**src/rtl/datapath_seq_if.sv**
```systemverilog
// Operation handshake, external register-load port and result/status bus of datapath_seq.
// state_dbg mirrors the sequencer state so checkers can bind to it.
interface datapath_seq_if #(
  parameter int WIDTH = 16,
  parameter int NREGS = 8
) ();
  localparam int AW = $clog2(NREGS);

  logic             start;
  logic [2:0]       op;
  logic [AW-1:0]    rd;
  logic [AW-1:0]    rn;
  logic [AW-1:0]    rm;
  logic             use_imm;
  logic [WIDTH-1:0] imm;
  logic [1:0]       shift;
  logic             wr_en;
  logic [AW-1:0]    wr_addr;
  logic [WIDTH-1:0] wr_data;
  logic             busy;
  logic             done;
  logic [WIDTH-1:0] result;
  logic             Z_out;
  logic             N_out;
  logic             V_out;
  logic             C_out;
  logic [2:0]       state_dbg;

  // start is taken only while busy=0; done pulses for the single cycle after writeback.
  modport master (
    output start, op, rd, rn, rm, use_imm, imm, shift, wr_en, wr_addr, wr_data,
    input  busy, done, result, Z_out, N_out, V_out, C_out, state_dbg
  );

  modport slave (
    input  start, op, rd, rn, rm, use_imm, imm, shift, wr_en, wr_addr, wr_data,
    output busy, done, result, Z_out, N_out, V_out, C_out, state_dbg
  );
endinterface

```
**src/rtl/datapath_seq.sv**
```systemverilog
// Self-sequencing datapath: register file, A/B latches, B shifter, ALU with iterative
// shift-add multiplier, result and Z/N/V/C status, driven by a start/busy/done handshake.
module datapath_seq #(
  parameter int WIDTH = 16,
  parameter int NREGS = 8
) (
  input  logic          clk,
  input  logic          reset_n,
  datapath_seq_if.slave bus
);
  localparam int AW = $clog2(NREGS);
  localparam int CW = $clog2(WIDTH) + 1;

  localparam logic [2:0] OP_MOV = 3'b000;
  localparam logic [2:0] OP_ADD = 3'b001;
  localparam logic [2:0] OP_SUB = 3'b010;
  localparam logic [2:0] OP_CMP = 3'b011;
  localparam logic [2:0] OP_AND = 3'b100;
  localparam logic [2:0] OP_MVN = 3'b101;
  localparam logic [2:0] OP_MUL = 3'b110;

  typedef enum logic [2:0] {S_IDLE, S_RDA, S_RDB, S_EXEC, S_WB} state_t;

  state_t             state_q, state_d;
  logic [2:0]         op_q;
  logic [AW-1:0]      rd_q, rn_q, rm_q;
  logic               use_imm_q;
  logic [WIDTH-1:0]   imm_q;
  logic [1:0]         shift_q;
  logic [WIDTH-1:0]   a_q, b_q, result_q;
  logic [2*WIDTH-1:0] acc_q;
  logic [CW-1:0]      cnt_q;
  logic               z_q, n_q, v_q, c_q, done_q;
  logic [WIDTH-1:0]   regs_q [NREGS];

  logic [WIDTH-1:0]   b_sel, b_shift;
  logic [WIDTH:0]     mul_sum, add_full, sub_full;
  logic [2*WIDTH-1:0] acc_step;
  logic [WIDTH-1:0]   alu_val;
  logic               alu_v, alu_c, upd_flags, upd_res, wr_reg;
  logic               accept, mul_last;

  assign accept   = (state_q == S_IDLE) && bus.start;
  assign mul_last = (cnt_q == CW'(WIDTH - 1));

  always_comb begin
    b_sel = use_imm_q ? imm_q : regs_q[rm_q];
    case (shift_q)
      2'b01:   b_shift = {b_sel[WIDTH-2:0], 1'b0};
      2'b10:   b_shift = {1'b0, b_sel[WIDTH-1:1]};
      2'b11:   b_shift = {b_sel[WIDTH-1], b_sel[WIDTH-1:1]};
      default: b_shift = b_sel;
    endcase
  end

  // Accumulator holds {partial product, remaining multiplier bits}; A is the multiplicand.
  assign mul_sum  = {1'b0, acc_q[2*WIDTH-1:WIDTH]} + (acc_q[0] ? {1'b0, a_q} : '0);
  assign acc_step = {mul_sum, acc_q[WIDTH-1:1]};
  assign add_full = {1'b0, a_q} + {1'b0, b_q};
  assign sub_full = {1'b0, a_q} - {1'b0, b_q};

  always_comb begin
    alu_val   = result_q;
    alu_v     = 1'b0;
    alu_c     = 1'b0;
    upd_flags = 1'b1;
    upd_res   = 1'b1;
    wr_reg    = 1'b1;
    case (op_q)
      OP_MOV: alu_val = b_q;
      OP_ADD: begin
        alu_val = add_full[WIDTH-1:0];
        alu_c   = add_full[WIDTH];
        alu_v   = (a_q[WIDTH-1] == b_q[WIDTH-1]) && (add_full[WIDTH-1] != a_q[WIDTH-1]);
      end
      OP_SUB, OP_CMP: begin
        alu_val = sub_full[WIDTH-1:0];
        alu_c   = ~sub_full[WIDTH];
        alu_v   = (a_q[WIDTH-1] != b_q[WIDTH-1]) && (sub_full[WIDTH-1] != a_q[WIDTH-1]);
        if (op_q == OP_CMP) begin
          upd_res = 1'b0;
          wr_reg  = 1'b0;
        end
      end
      OP_AND: alu_val = a_q & b_q;
      OP_MVN: alu_val = ~b_q;
      OP_MUL: begin
        alu_val = acc_q[WIDTH-1:0];
        alu_v   = |acc_q[2*WIDTH-1:WIDTH];
      end
      default: begin
        upd_flags = 1'b0;
        upd_res   = 1'b0;
        wr_reg    = 1'b0;
      end
    endcase
  end

  always_comb begin
    state_d = state_q;
    case (state_q)
      S_IDLE: if (bus.start) state_d = S_RDA;
      S_RDA:  state_d = S_RDB;
      S_RDB:  state_d = S_EXEC;
      S_EXEC: if (op_q != OP_MUL || mul_last) state_d = S_WB;
      S_WB:   state_d = S_IDLE;
      default: state_d = S_IDLE;
    endcase
  end

  always_ff @(posedge clk or negedge reset_n) begin
    if (!reset_n) begin
      state_q   <= S_IDLE;
      op_q      <= '0;
      rd_q      <= '0;
      rn_q      <= '0;
      rm_q      <= '0;
      use_imm_q <= 1'b0;
      imm_q     <= '0;
      shift_q   <= '0;
      a_q       <= '0;
      b_q       <= '0;
      acc_q     <= '0;
      cnt_q     <= '0;
      result_q  <= '0;
      z_q       <= 1'b0;
      n_q       <= 1'b0;
      v_q       <= 1'b0;
      c_q       <= 1'b0;
      done_q    <= 1'b0;
    end else begin
      state_q <= state_d;
      done_q  <= (state_q == S_WB);
      if (accept) begin
        op_q      <= bus.op;
        rd_q      <= bus.rd;
        rn_q      <= bus.rn;
        rm_q      <= bus.rm;
        use_imm_q <= bus.use_imm;
        imm_q     <= bus.imm;
        shift_q   <= bus.shift;
      end
      if (state_q == S_RDA) a_q <= regs_q[rn_q];
      if (state_q == S_RDB) begin
        b_q   <= b_shift;
        acc_q <= {{WIDTH{1'b0}}, b_shift};
        cnt_q <= '0;
      end
      if (state_q == S_EXEC && op_q == OP_MUL) begin
        acc_q <= acc_step;
        cnt_q <= cnt_q + 1'b1;
      end
      if (state_q == S_WB) begin
        if (upd_res) result_q <= alu_val;
        if (upd_flags) begin
          z_q <= (alu_val == '0);
          n_q <= alu_val[WIDTH-1];
          v_q <= alu_v;
          c_q <= alu_c;
        end
      end
    end
  end

  // External loads only land in IDLE, so they never race the WB-state writeback.
  always_ff @(posedge clk or negedge reset_n) begin
    if (!reset_n) begin
      for (int i = 0; i < NREGS; i++) regs_q[i] <= '0;
    end else if (state_q == S_IDLE && bus.wr_en) begin
      regs_q[bus.wr_addr] <= bus.wr_data;
    end else if (state_q == S_WB && wr_reg) begin
      regs_q[rd_q] <= alu_val;
    end
  end

  assign bus.busy      = (state_q != S_IDLE);
  assign bus.done      = done_q;
  assign bus.result    = result_q;
  assign bus.Z_out     = z_q;
  assign bus.N_out     = n_q;
  assign bus.V_out     = v_q;
  assign bus.C_out     = c_q;
  assign bus.state_dbg = state_q;
endmodule

```
**src/flat_wrapper.sv**
```systemverilog
// flat-port wrapper written by rule: the top's interface ports become plain ports
module datapath_seq_flat 
#(
  parameter int WIDTH = 16,
  parameter int NREGS = 8
)
  (clk, reset_n, bus_start, bus_op, bus_rd, bus_rn, bus_rm, bus_use_imm, bus_imm, bus_shift, bus_wr_en, bus_wr_addr, bus_wr_data, bus_busy, bus_done, bus_result, bus_Z_out, bus_N_out, bus_V_out, bus_C_out, bus_state_dbg);
  datapath_seq_if #(.WIDTH(WIDTH), .NREGS(NREGS)) bus_i ();
  input  logic clk;
  input  logic reset_n;
  input wire logic [$bits(bus_i.start)-1:0] bus_start;
  input wire logic [$bits(bus_i.op)-1:0] bus_op;
  input wire logic [$bits(bus_i.rd)-1:0] bus_rd;
  input wire logic [$bits(bus_i.rn)-1:0] bus_rn;
  input wire logic [$bits(bus_i.rm)-1:0] bus_rm;
  input wire logic [$bits(bus_i.use_imm)-1:0] bus_use_imm;
  input wire logic [$bits(bus_i.imm)-1:0] bus_imm;
  input wire logic [$bits(bus_i.shift)-1:0] bus_shift;
  input wire logic [$bits(bus_i.wr_en)-1:0] bus_wr_en;
  input wire logic [$bits(bus_i.wr_addr)-1:0] bus_wr_addr;
  input wire logic [$bits(bus_i.wr_data)-1:0] bus_wr_data;
  output wire logic [$bits(bus_i.busy)-1:0] bus_busy;
  output wire logic [$bits(bus_i.done)-1:0] bus_done;
  output wire logic [$bits(bus_i.result)-1:0] bus_result;
  output wire logic [$bits(bus_i.Z_out)-1:0] bus_Z_out;
  output wire logic [$bits(bus_i.N_out)-1:0] bus_N_out;
  output wire logic [$bits(bus_i.V_out)-1:0] bus_V_out;
  output wire logic [$bits(bus_i.C_out)-1:0] bus_C_out;
  output wire logic [$bits(bus_i.state_dbg)-1:0] bus_state_dbg;
  assign bus_i.start = bus_start;
  assign bus_i.op = bus_op;
  assign bus_i.rd = bus_rd;
  assign bus_i.rn = bus_rn;
  assign bus_i.rm = bus_rm;
  assign bus_i.use_imm = bus_use_imm;
  assign bus_i.imm = bus_imm;
  assign bus_i.shift = bus_shift;
  assign bus_i.wr_en = bus_wr_en;
  assign bus_i.wr_addr = bus_wr_addr;
  assign bus_i.wr_data = bus_wr_data;
  assign bus_busy = bus_i.busy;
  assign bus_done = bus_i.done;
  assign bus_result = bus_i.result;
  assign bus_Z_out = bus_i.Z_out;
  assign bus_N_out = bus_i.N_out;
  assign bus_V_out = bus_i.V_out;
  assign bus_C_out = bus_i.C_out;
  assign bus_state_dbg = bus_i.state_dbg;
  datapath_seq #(.WIDTH(WIDTH), .NREGS(NREGS)) u_core (.clk(clk), .reset_n(reset_n), .bus(bus_i));
endmodule
```
**config.mk**
```make
export PLATFORM = sky130hd
export DESIGN_NAME = datapath_seq_flat
export DESIGN_NICKNAME = d
export VERILOG_FILES = /design/src/rtl/datapath_seq_if.sv /design/src/rtl/datapath_seq.sv /design/src/flat_wrapper.sv
export SDC_FILE = /design/constraint.sdc
export NUM_CORES = 1
export LEC_CHECK = 0
export ABC_AREA = 1
export BUFFER_PORTS_ARGS = -buffer_cell sky130_fd_sc_hd__clkbuf_2
export CAP_MARGIN = 30
export CORE_MARGIN = 2
export CORE_UTILIZATION = 50
export CTS_CLUSTER_DIAMETER = 100
export DETAILED_ROUTE_END_ITERATION = 12
export PLACE_DENSITY = 0.72
export SLEW_MARGIN = 20
export SYNTH_ARGS = -nofsm -noshare
export SYNTH_HDL_FRONTEND = slang
export SYNTH_SLANG_ARGS = --single-unit
```
**constraint.sdc**
```tcl
create_clock -name clk -period 7.87 [get_ports clk]
set_clock_uncertainty 0.2 [all_clocks]
set_input_delay 0.3935 -clock clk [delete_from_list [all_inputs] [get_ports clk]]
set_output_delay 0.3935 -clock clk [all_outputs]
set_load 0.02 [all_outputs]
```
==> key figures <==
Floorplan
  • Die span in y: 189 microns
  • Total Die Area: 35900 sq um
  • IO Pins: 79
  • Die width: 189 microns
  • Core ar.: 33700 sq um
  • Rows: 67
  • Initial core utilization: 51.0%

Power
  • Sw frac: 53.9%
  • PD cells: 493 nW/um^2
  • Clk pwr share: 14.6%
  • Reg power frac: 25.6%
  • Switching power: 5.04 mW
  • Peak VDD IR: 441 uV
  • Cell-internal power: 4.30 mW
  • Static leakage: 9.34 nW
  • Comb pwr share: 59.8%
  • Total power: 9.34 mW

Global route
  • Vias in the first global route: 17300
  • First-pass GRT wire length: 97.6 mm
  • Initial antenna violation count: 2
  • Remaining Overflow, GRT: 0
  • Largest net degree at the start of global routing: 130
  • GRT Total Usage: 35.1%

Routing
  • Post-route ant nets: 0
  • Initial drt markers: 2278
  • Post-route DRC violation count: 0
  • Final WL: 63.6 mm
  • Via count of the routed design: 18100
  • First-pass DRT Iterations: 7
  • Vias per cell: 6.18
  • Wire per inst: 21.7 microns

Logic synthesis
  • Post-synthesis compound-gate area fraction: 23.9%
  • Post-synth ARST share: 100%
  • Synth Area in Adders: 4.06%
  • Yosys reg bits: 252
  • Simple-Gate Fraction of Synth Area: 23.8%
  • Mux cell area share after synthesis: 0.262%
  • Largest family of logic cells by synthesized area: compound AO/OA/AOI/OAI gates
  • Synth Flop Type: dfrtp_1
  • Synth Instances: 2457
  • Syn_area_per_cell: 6.99 sq um
  • Sequential cell area fraction in the yosys report: 36.7%
  • Ys Warns: 0
  • Mapped Area: 17200 sq um
  • Syn Nets: 2565
  • XOR/XNOR share of the synthesized area: 0.459%
  • Synth unique cells: 51
  • EDFF count, synth: 0

Cells and area
  • Area taken by multi-input logic gates: 9010 sq um
  • Fill cells: 3177
  • Diode count: 0
  • Register area: 6310 sq um
  • Layout Nets: 2577
  • Area delta synth->final: 10.2%
  • Most common cell after layout, fill and taps aside: nand2_1
  • Most frequent cells in the layout: 559 x nand2_1, 308 x a21oi_1, 290 x inv_1
  • Fraction of layout cells with a size suffix above 1: 8.88%

Timing
  • Slew margin rel.: 30.8%
  • Setup TNS: 0 ns
  • Final setup fails: 0
  • Slew of the pin with the lowest slew margin: 1.03 ns
  • Max Transition Viols Final: 0
  • Fin crit share: 46.4%
  • Hold Vio Cnt, Final: 0
  • RSZ-0062 raised after global routing: false
  • Hold slack: 0.0344 ns
  • Final Critical Period: 3.65 ns
  • Achievable Freq: 274 MHz

Place
  • IO buf count: 78
  • Placed wire-length estimate: 43.0 mm
  • GP Congestion: 1.00

Setup path
  • Worst setup EP type: register
  • CP required: 8.14 ns
  • Startpoint Class: register
  • Critical-path cell list: nand3_1 > inv_2 > nand2_1 > inv_2 > nor2_4 > inv_2 > o221ai_1
  • CP arrival: 3.92 ns
  • CP most frequent cell: inv_2
  • Worst-path fanout max: 24
  • WP buf/inv: 3
  • Worst path slowest cell: nand2_1
  • Crit-path max cell delay: 0.73 ns
  • CP top delay family: simple AND/OR/NAND/NOR gates
  • WS Path Type: reg2reg

Clocking
  • CTS tree: built
  • Clock-pin slew on the worst setup and hold paths: 0.06 ns
  • H-tree levels: 1
  • Post-CTS Setup Bufs: 0
  • Clk Tree Root Cell: clkbuf_16
  • TritonCTS Buffers: 29
  • CTS Buffer Depth: 3
  • Skew-Pair Late Insertion Delay: 0.58 ns
  • CTS sink count: 252

Status
  • Result of the run: finished, final reports clean

Flow run
  • Maxcap violations: 0

Min path
  • Worst Hold Class: in2reg
==> kinds of logic after synthesis <==
kind of cell | Yosys count
adders and majority gates | 54
muxes | 4
xor gates and xnor gates | 9
and+or+nand+nor | 964
buffers and inverters | 473
DFF | 252
AOI/OAI and AO/OA | 701
==> power groups by stage <==
| stage | registers, mW | logic, mW | clock network (mW) |
|---|---|---|---|
| 4_1_cts | 2.36 | 5.40 | 1.36 |
| 3_3_place_gp | 2.36 | 5.25 | 0 |
| 6_report | 2.39 | 5.59 | 1.36 |
| 3_5_place_dp | 2.38 | 5.35 | 0 |
| 2_1_floorplan | 2.22 | 3.77 | 0 |
| 5_1_grt | 2.44 | 6.10 | 1.41 |
==> timing repair <==
action,CTS,global route
resized for setup,0,0
hold buffers,33,0
endpoints found under the hold margin,155,0
==> flip-flops by register name (all words and copies together) (netlist names), 2 cells and up <==
signal,count
u_core.bus.result,16
u_core.shift_q,2
u_core.acc_q,32
u_core.rn_q,3
u_core.cnt_q,5
u_core.bus.state_dbg,3
u_core.regs_q,128
u_core.rd_q,3
u_core.op_q,3
u_core.b_q,16
u_core.a_q,16
u_core.rm_q,3
u_core.imm_q,16
==> synthesized netlist by cell type, types with 6 or more instances <==
cell type | n | area [sq um]
o221ai_1 | 7 | 61.3
a22oi_1 | 77 | 578
o211ai_1 | 54 | 405
ha_1 | 51 | 638
nand4_1 | 14 | 87.6
buf_2 | 52 | 260
o21ai_0 | 181 | 906
a21oi_1 | 308 | 1540
inv_1 | 290 | 1090
o22ai_1 | 16 | 100
inv_2 | 31 | 116
a2bb2oi_1 | 28 | 245
clkbuf_1 | 66 | 248
nand2_1 | 560 | 2100
or2_2 | 18 | 113
dfrtp_1 | 252 | 6310
nor3_1 | 9 | 45.0
buf_1 | 24 | 90.1
nand3_1 | 206 | 1030
xor2_1 | 6 | 52.6
nor2_1 | 130 | 488
==> layer usage <==
layer,track usage [%],vias to the layer above,part of all wire [%]
met4,18.9,4,6.0
li1,-,8217,-
met1,44.4,8477,37
met3,8.17,274,12
met2,55.8,1158,45
met5,0,-,0.041
==> per-stage QoR <==
| step | worst slack [ns] | util, % | instances | cell area [sq um] |
|---|---|---|---|---|
| finish | 4.22 | 56.2 | 2936 | 18900 |
| floorplan | 5.35 | - | 2457 | 17200 |
| global route | 4.07 | 56.2 | 2936 | 18900 |
| global placement | 4.46 | 52.3 | 2851 | 17600 |
| CTS | 4.35 | 56.2 | 2935 | 18900 |
| detailed placement | 4.33 | 52.4 | 2852 | 17700 |
==> area by class of cell <==
type,count,area share [%]
multi-input combinational,1732,47.6
tap,448,2.96
clock buffer,36,4.07
timing repair buffer,128,4.77
inverter,326,6.46
clock inverter,14,0.859
sequential,252,33.3
==> worst min-delay path, cell delays in order <==
cell	delay (ns)
clkbuf_2	0.16
a21oi_1	0.15
a21oi_1	0.07
==> worst paths after layout <==
check,start,end,slack (ns),cells past startpoint
max in group asynchronous,reset_n,u_core.rn_q[0]$_DFFE_PN0P_,5.88,3
setup / recovery,u_core.op_q[1]$_DFFE_PN0P_,u_core.acc_q[8]$_DFFE_PN0P_,4.22,7
hold / removal,bus_wr_data[12],u_core.regs_q[60]$_DFFE_PN0P_,0.03,3
setup reg to reg,u_core.op_q[1]$_DFFE_PN0P_,u_core.acc_q[8]$_DFFE_PN0P_,4.22,7
hold reg to reg,u_core.bus.Z_out$_DFFE_PN0P_,u_core.bus.Z_out$_DFFE_PN0P_,0.29,2
min in group asynchronous,reset_n,u_core.bus.V_out$_DFFE_PN0P_,0.26,2
(Power assumes the default switching activity.)
